--- src/rtl/uart_pkg.sv ---
// Shared UART definitions: transmitter state encoding, frame constants and
// the baud divisor helper used by both the transmitter and the receiver.
package uart_pkg;

  typedef enum logic [1:0] {
    IDLE,
    START,
    DATA,
    STOP
  } uart_tx_state_t;

  localparam int DATA_BITS = 8;
  localparam int STOP_BITS = 1;

  // Integer division; the caller guarantees a result of at least 2.
  function automatic int clks_per_bit(input int clk_freq, input int baud);
    return clk_freq / baud;
  endfunction

endpackage

--- src/rtl/sync_fifo.sv ---
// Single-clock show-ahead FIFO: dout always presents the head entry, so a pop
// and the use of the popped data happen in the same cycle.
module sync_fifo #(
  parameter int WIDTH = 8,
  parameter int DEPTH = 16
) (
  input  logic                   clk,
  input  logic                   rst,
  input  logic                   push,
  input  logic                   pop,
  input  logic [WIDTH-1:0]       din,
  output logic [WIDTH-1:0]       dout,
  output logic [$clog2(DEPTH):0] level,
  output logic                   full,
  output logic                   empty
);

  localparam int AW = $clog2(DEPTH);

  logic [WIDTH-1:0] mem [DEPTH];
  logic [AW-1:0]    wr_ptr;
  logic [AW-1:0]    rd_ptr;
  logic             do_push;
  logic             do_pop;

  assign full    = (level == (AW + 1)'(DEPTH));
  assign empty   = (level == '0);
  assign do_push = push && !full;
  assign do_pop  = pop && !empty;

  // Pointers wrap naturally; the level counter alone tells full from empty.
  always_ff @(posedge clk) begin
    if (rst) begin
      wr_ptr <= '0;
      rd_ptr <= '0;
      level  <= '0;
    end else begin
      if (do_push) wr_ptr <= wr_ptr + 1'b1;
      if (do_pop)  rd_ptr <= rd_ptr + 1'b1;
      unique case ({do_push, do_pop})
        2'b10:   level <= level + 1'b1;
        2'b01:   level <= level - 1'b1;
        default: ;
      endcase
    end
  end

  // NOTE: the storage array has no reset; pointers and level decide which
  // entries are valid, and leaving it unreset lets it map onto distributed RAM.
  always_ff @(posedge clk) begin
    if (do_push) mem[wr_ptr] <= din;
  end

  assign dout = mem[rd_ptr];

endmodule

--- src/rtl/uart_tx_fifo.sv ---
// Buffered 8N1 UART transmitter: a byte FIFO feeds a start/data/stop
// serialiser that sends queued frames back to back with no idle gap.
module uart_tx_fifo
  import uart_pkg::*;
#(
  parameter int CLK_FREQ   = 27000000,
  parameter int BAUD       = 115200,
  parameter int FIFO_DEPTH = 16
) (
  input  logic                        I_clk,
  input  logic                        I_rst,
  input  logic [7:0]                  I_data,
  input  logic                        I_valid,
  output logic                        O_ready,
  output logic                        O_tx,
  output logic                        O_busy,
  output logic [$clog2(FIFO_DEPTH):0] O_level
);

  localparam int         CLKS_PER_BIT = clks_per_bit(CLK_FREQ, BAUD);
  localparam int         CNT_W        = $clog2(CLKS_PER_BIT);
  localparam logic [2:0] LAST_BIT     = 3'(DATA_BITS - 1);

  uart_tx_state_t   state;
  logic [CNT_W-1:0] baud_cnt;
  logic [2:0]       bit_idx;
  logic [7:0]       shift;
  logic             bit_done;

  logic [7:0]       fifo_dout;
  logic             fifo_full;
  logic             fifo_empty;
  logic             fifo_push;
  logic             fifo_pop;

  assign bit_done  = (baud_cnt == CNT_W'(CLKS_PER_BIT - 1));
  assign O_ready   = !fifo_full;
  assign fifo_push = I_valid && O_ready;
  // Pop only where the FSM is about to start a new frame.
  assign fifo_pop  = !fifo_empty && ((state == IDLE) || (state == STOP && bit_done));

  sync_fifo #(
    .WIDTH (8),
    .DEPTH (FIFO_DEPTH)
  ) u_fifo (
    .clk   (I_clk),
    .rst   (I_rst),
    .push  (fifo_push),
    .pop   (fifo_pop),
    .din   (I_data),
    .dout  (fifo_dout),
    .level (O_level),
    .full  (fifo_full),
    .empty (fifo_empty)
  );

  // NOTE: all state here uses non-blocking assignments so every branch reads
  // the pre-edge values of state, counters and shift register.
  always_ff @(posedge I_clk) begin
    if (I_rst) begin
      state    <= IDLE;
      baud_cnt <= '0;
      bit_idx  <= '0;
      shift    <= '0;
      O_tx     <= 1'b1;
      O_busy   <= 1'b0;
    end else begin
      unique case (state)
        IDLE: begin
          baud_cnt <= '0;
          O_tx     <= 1'b1;
          O_busy   <= 1'b0;
          if (fifo_pop) begin
            shift  <= fifo_dout;
            O_tx   <= 1'b0;
            O_busy <= 1'b1;
            state  <= START;
          end
        end
        START: begin
          if (bit_done) begin
            baud_cnt <= '0;
            bit_idx  <= '0;
            O_tx     <= shift[0];
            state    <= DATA;
          end else begin
            baud_cnt <= baud_cnt + 1'b1;
          end
        end
        DATA: begin
          if (bit_done) begin
            baud_cnt <= '0;
            if (bit_idx == LAST_BIT) begin
              O_tx  <= 1'b1;
              state <= STOP;
            end else begin
              bit_idx <= bit_idx + 1'b1;
              shift   <= {1'b0, shift[7:1]};
              O_tx    <= shift[1];
            end
          end else begin
            baud_cnt <= baud_cnt + 1'b1;
          end
        end
        STOP: begin
          if (bit_done) begin
            baud_cnt <= '0;
            // Chain straight into the next start bit when more data waits.
            if (fifo_pop) begin
              shift <= fifo_dout;
              O_tx  <= 1'b0;
              state <= START;
            end else begin
              O_busy <= 1'b0;
              state  <= IDLE;
            end
          end else begin
            baud_cnt <= baud_cnt + 1'b1;
          end
        end
        default: state <= IDLE;
      endcase
    end
  end

endmodule

--- config.mk ---
export PLATFORM = sky130hd
export DESIGN_NAME = uart_tx_fifo
export DESIGN_NICKNAME = d
export VERILOG_FILES = /design/src/rtl/uart_pkg.sv /design/src/rtl/sync_fifo.sv /design/src/rtl/uart_tx_fifo.sv
export SDC_FILE = /design/constraint.sdc
export NUM_CORES = 1
export LEC_CHECK = 0
export CAP_MARGIN = 20
export CORE_MARGIN = 2
export CORE_UTILIZATION = 61
export CTS_CLUSTER_SIZE = 24
export DETAILED_ROUTE_END_ITERATION = 12
export HOLD_SLACK_MARGIN = 0.15
export PLACE_DENSITY = 0.9
export SLEW_MARGIN = 20
export SYNTH_ARGS = -nofsm -noshare
export SYNTH_HDL_FRONTEND = slang
export SYNTH_HIERARCHICAL = 1
export SYNTH_SLANG_ARGS = --single-unit
export TNS_END_PERCENT = 10
--- constraint.sdc ---
create_clock -name I_clk -period 4 [get_ports I_clk]
set_input_delay 0.4 -clock I_clk [delete_from_list [all_inputs] [get_ports I_clk]]
set_output_delay 0.4 -clock I_clk [all_outputs]
set_load 0.05 [all_outputs]
Word level (Yosys, flattened, before mapping)
Memory sizes are Yosys's and may differ from the RTL's. A register that Yosys moved wholly into a read port is not among the register bits.
Cells that the tools add are included.
{"block": "classes", "n_eq_ne": 16, "reduce_logical": 20, "n_addsub": 6, "muxes": 34}
{"cell": "$mux W8", "count": 5}
{"cell": "$pmux W8 S3", "count": 1}
{"cell": "$pmux W8 S2", "count": 1}
{"cell": "$mux W1", "count": 12}
{"cell": "$ne A2 B2 Y1 const B", "count": 6}
{"cell": "$reduce_and A4 Y1", "count": 3}
{"cell": "$mux W2", "count": 5}
{"cell": "$pmux W5 S2", "count": 1}
{"cell": "$mux W3", "count": 3}
{"cell": "$add A4 B1 Y4 const B", "count": 2}
{"cell": "$add A8 B1 Y8 const B", "count": 1}
{"cell": "$eq A8 B8 Y1 const B", "count": 1}
{"cell": "$mux W4", "count": 2}
{"cell": "$pmux W2 S4", "count": 1}
{"cell": "$eq A2 B2 Y1 const B", "count": 3}
{"cell": "$pmux W3 S2", "count": 1}
{"cell": "$reduce_bool A2 Y1", "count": 3}
{"cell": "$add A5 B1 Y5 const B", "count": 1}
{"cell": "$eq A5 B5 Y1 const B", "count": 1}
{"cell": "$logic_and A1 B1 Y1", "count": 5}
{"cell": "$logic_not A5 Y1", "count": 1}
{"cell": "$reduce_and A5 Y1", "count": 1}
{"cell": "$sub A5 B1 Y5 const B", "count": 1}
{"cell": "$eq A2 B1 Y1 const B", "count": 2}
{"cell": "other kinds (11)", "count": 13}
{"block": "word_totals", "inputBits": 11, "ram_bits": 128, "memories": 1, "regBits": 36}
{"name": "u_fifo.mem", "words": 16, "width": 8, "read_ports": 1, "rd_ports_with_merged_regs": 1, "wr": 1, "line": "sync_fifo.sv:20", "rtl": "logic [WIDTH-1:0] mem [DEPTH];"}

Logic depth before layout (Yosys ltp)
{"block": "depth", "word_depth": 7, "ltp_mapped": 15, "mapped_depth_nobuf": 12}

Cells and area by module
The synthesis kept the hierarchy.
{"module": "sync_fifo", "cells_per_inst": 305, "area_each_um2": 5974.5, "n_inst": 1}
{"module": "uart_tx_fifo", "cells_per_inst": 141, "area_each_um2": 1268.7, "n_inst": 1}

Worst setup path after synthesis
Ideal clock, no wire load.
{"block": "synth_path", "path_type": "register to register", "startpoint": "register u_fifo.level[2]", "endpoint": "register u_fifo.level[2]", "path_slack_ns": 0.423, "required_ns": 3.929, "period_less_slack_ns": 3.577, "path_stages_with_launch": 16, "arrival_ns": 3.507, "setup_ns": 0.071, "path_cell_list": "dfxtp_1 -> buf_2 -> or4_1 -> buf_2 -> nor2_1 -> nor2b_1 -> a32o_1 -> o21ai_4 -> inv_1 -> ha_1 -> clkbuf_1 -> xor2_1 -> ha_1 -> o21a_1 -> or4_1 -> a21oi_1"}
{"block": "synth_between", "elab_chain_len": 6}
{"element": "start: declaration", "line": "sync_fifo.sv:13", "rtl": "output logic [$clog2(DEPTH):0] level,"}
{"element": "start signal: assignment", "line": "sync_fifo.sv:41", "rtl": "2'b10: level <= level + 1'b1;"}
{"element": "start signal: assignment", "line": "sync_fifo.sv:42", "rtl": "2'b01: level <= level - 1'b1;"}
{"element": "$logic_not A5 Y1 *", "line": "sync_fifo.sv:27", "rtl": "assign empty = (level == '0);"}
{"element": "named net fifo_empty", "line": "uart_tx_fifo.sv:32", "rtl": "logic fifo_empty;"}
{"element": "$logic_not A1 Y1 *", "line": "uart_tx_fifo.sv:40", "rtl": "assign fifo_pop = !fifo_empty && ((state == IDLE) || (state == STOP && bit_done));"}
{"element": "$logic_and A1 B1 Y1 *", "line": "uart_tx_fifo.sv:40"}
{"element": "named net fifo_pop", "line": "uart_tx_fifo.sv:34", "rtl": "logic fifo_pop;"}
{"element": "$logic_and A1 B1 Y1 *", "line": "sync_fifo.sv:29", "rtl": "assign do_pop = pop && !empty;"}
{"element": "named net u_fifo.do_pop", "line": "sync_fifo.sv:24", "rtl": "logic do_pop;"}
{"element": "$eq A2 B1 Y1 or $eq A2 B2 Y1 (tied branches)", "line": "sync_fifo.sv:40", "rtl": "unique case ({do_push, do_pop})"}
{"element": "$pmux W5 S2 or $reduce_bool A2 Y1 (tied branches)"}
The timed path passes the listed nets; every way through them passes the cells marked *.
A chain may end at the register's enable or synchronous reset.

Final worst setup path
{"block": "layout_path", "startpoint": "register u_fifo.level[0]", "endpoint": "register u_fifo.level[2]"}
Same word-level chain as after synthesis.

==> impl_metrics.json <==
{
  "status": "finished, violations left",
  "violations": "design-rule violations",
  "post-route-drc-count": 1,
  "numCtsBuffers": 17,
  "fill_cells": 700,
  "ir_drop_uv": 434,
  "hp-class": "register to register",
  "crit_chain": "or4_1 -> nor2_1 -> nor2b_1 -> a32o_1 -> o21ai_4 -> inv_1 -> ha_1 -> xor2_1 -> ha_1 -> o21a_1 -> or4_1 -> a21oi_1",
  "die_x_um": 113,
  "tightestPinTransition_ns": 0.954,
  "grt_pass1_vias": 4122,
  "period_needed_ns": 3.72,
  "die_y_um": 113,
  "fin_total_pwr_w": 0.00506,
  "cts_resized": 0,
  "finalHoldViolations": 0,
  "synthFlopType": "edfxtp_1",
  "clkLatencyLatePin_ns": 0.43,
  "slowest_stage": "or4_1",
  "dr.pass1.iters": 9,
  "maxSlewHeadroom_pct": 36.1,
  "cts_setup_buffers": 0,
  "ys_async_sr_fraction_pct": 0,
  "initial_utilization_pct": 62.9,
  "synth_cell_types": 60,
  "cp.required_ns": 4.34,
  "start_kind": "register",
  "cts_root_buf": "clkbuf_16",
  "cts_num_sinks": 168,
  "synth_area_um2": 7240,
  "cp.arrival_ns": 4.07,
  "antenna_left": 0,
  "netlist_instances": 446,
  "track_usage_pct": 24.6,
  "grt_first_pass_wirelength_mm": 22.8,
  "setup_slack_ns": 0.276,
  "fmax_mhz": 269,
  "crit_family": "simple AND/OR/NAND/NOR gates",
  "yosysSeqAreaShare_pct": 64.1,
  "die_area_um2": 12800,
  "synth-edff-count": 128,
  "htreeDepth": 4,
  "fp-row-count": 39,
  "core_area_um2": 11500,
  "pre_cts_ws_ns": 0.383,
  "layout-drive-gt1-share_pct": 13.6,
  "syn_to_final_growth_pct": 11.5,
  "drt_iter0_markers": 317,
  "io_buffers": 18,
  "worstPathMaxFanout": 12,
  "mappedNetlistNets": 475,
  "pin_count": 19,
  "wl_per_cell_um": 23.5,
  "final.setup_skew_ns": 0.0179,
  "layout_worst_path_cycle_share_pct": 93.1,
  "nets": 494,
  "path_buf_inv": 1,
  "worst_setup_path_end_kind": "register",
  "p_leak_nw": 2.71,
  "maxCapViolCount": 0,
  "gr-total-overflow": 0,
  "yosysWarnings": 6,
  "wirelength_mm": 14.6,
  "setup_viol": 0,
  "cts_buffer_depth": 2,
  "avgSynthCellArea_um2": 16.2,
  "powerDensity_nw_per_um2": 627,
  "vias": 4041,
  "max_stage_delay_ns": 0.71,
  "grt_max_degree": 33,
  "critical_path_class": "register to register",
  "cts_tree": "built",
  "via_per_inst": 6.51,
  "antenna_found_initial": 0,
  "rsz0062_at_grt": "false",
  "cts.hold.buffers_added": 0,
  "slew_violations": 0,
  "tns_ns": 0,
  "ys_seq_elements": 168,
  "path_clk_slew_ns": 0.07,
  "num_antenna_cells": 0,
  "dpl.hpwl_mm": 8.89,
  "gp_congestion": 0.861
}
final cells by class:
cell class,count,area (µm²),share of cell area [%]
Clock buffer,17,425,5.27
Clock inverter,15,139,1.72
Inverter,13,50.0,0.620
Multi-Input combinational cell,240,2410,29.8
Sequential cell,168,4640,57.5
Tap cell,143,179,2.21
Timing Repair Buffer,25,233,2.88
per-layer routing:
layer,wire [µm],vias to the layer above,GRT usage (%)
li1,-,1803,-
met1,5690,2065,30.1
met4,234,0,7.97
met5,0,-,0
met2,7890,151,43.2
met3,750,22,6.32
report_power, final:
group / internal [W] / switching [W] / leakage (nW) / total (W)
combinational: 0.000552 / 0.000812 / 0.950 / 0.00136
clock: 0.000869 / 0.000701 / 0.278 / 0.00157
sequential: 0.00203 / 0.000105 / 1.48 / 0.00213
cells by family (layout without fill, tap and decap cells):
logic type / count (synthesis) / count (layout) / synth area share, %
XOR/XNOR: 14 / 14 / 1.69
AO/OA/AOI/OAI: 59 / 59 / 5.70
buffers and inverters: 38 / 70 / 2.64
multiplexers: 52 / 52 / 15.6
AND/OR/NAND/NOR: 97 / 97 / 7.17
adder cells (fa/ha/maj): 18 / 18 / 3.11
flip-flops: 168 / 168 / 64.1
path summary, 6_finish.rpt:
kind,start,end,slack [ns],depth (start not counted)
worst max-delay path,u_fifo/level[0]$_SDFFE_PP0P_,u_fifo/level[2]$_SDFFE_PP0P_,0.28,12
worst max register to register,u_fifo/level[0]$_SDFFE_PP0P_,u_fifo/level[2]$_SDFFE_PP0P_,0.28,12
worst min register to register,O_tx$_SDFFE_PP1P_,O_tx$_SDFFE_PP1P_,0.47,2
worst min-delay path,O_tx$_SDFFE_PP1P_,O_tx$_SDFFE_PP1P_,0.47,2
per-stage QoR:
step	hold WS [ns]	cells	utilization (%)	instance area, µm²
after floorplan	0.441	446	-	7240
after global placement	0.456	589	65.2	7510
after detailed placement	0.467	589	65.2	7510
after CTS	0.476	621	70.1	8080
after global routing	0.504	621	70.1	8080
final	0.473	621	70.1	8080
cells in the mapped netlist (10+ instances only):
library cell	count	share of area (%)
edfxtp_1	128	53
dfxtp_1	40	11
nor2_1	37	1.9
mux4_1	28	10
ha_1	18	3.1
a21oi_1	17	1.2
o21ai_0	15	1.0
clkbuf_1	13	0.67
inv_1	12	0.62
mux4_2	12	3.7
mux2i_1	11	1.5
xor2_1	10	1.2
sequential cells by signal, indices dropped and copies added, names as in the netlist, named ones only:
signal         count
u_fifo/wr_ptr      4
u_fifo/mem       128
state              2
u_fifo/level       5
u_fifo/rd_ptr      4
O_tx               1
bit_idx            3
O_busy             1
baud_cnt           8
shift              8
placed cells by master, fill, tap and decap left out, drive strengths merged, types with 2 or more instances in the layout:
master / Yosys / final
nand3: 3 / 3
clkdlybuf4s50: 0 / 18
o21ai: 16 / 16
o211ai: 4 / 4
ha: 18 / 18
or3: 9 / 9
or4: 3 / 3
mux2i: 11 / 11
nor2: 38 / 38
nand3b: 4 / 4
clkinv: 1 / 7
nor2b: 6 / 6
nand2: 8 / 8
dfxtp: 40 / 40
nor3: 9 / 9
and3: 2 / 2
or2: 2 / 2
a22oi: 2 / 2
xnor2: 4 / 4
buf: 12 / 7
clkbuf: 13 / 17
inv: 12 / 19
and2: 2 / 2
a211oi: 3 / 3
mux4: 40 / 40
o22ai: 2 / 2
o21a: 5 / 5
nand2b: 3 / 3
edfxtp: 128 / 128
a32oi: 2 / 2
xor2: 10 / 10
a21oi: 17 / 17
and4b: 2 / 2
and3b: 2 / 2
worst register-to-register path: stages (launching register included):
cell	delay [ns]
dfxtp_1	0.37
or4_1	0.71
nor2_1	0.31
nor2b_1	0.12
a32o_1	0.38
o21ai_4	0.14
inv_1	0.07
ha_1	0.33
xor2_1	0.22
ha_1	0.25
o21a_1	0.21
or4_1	0.40
a21oi_1	0.15
Note: power is estimated with default switching activity, not from simulation.
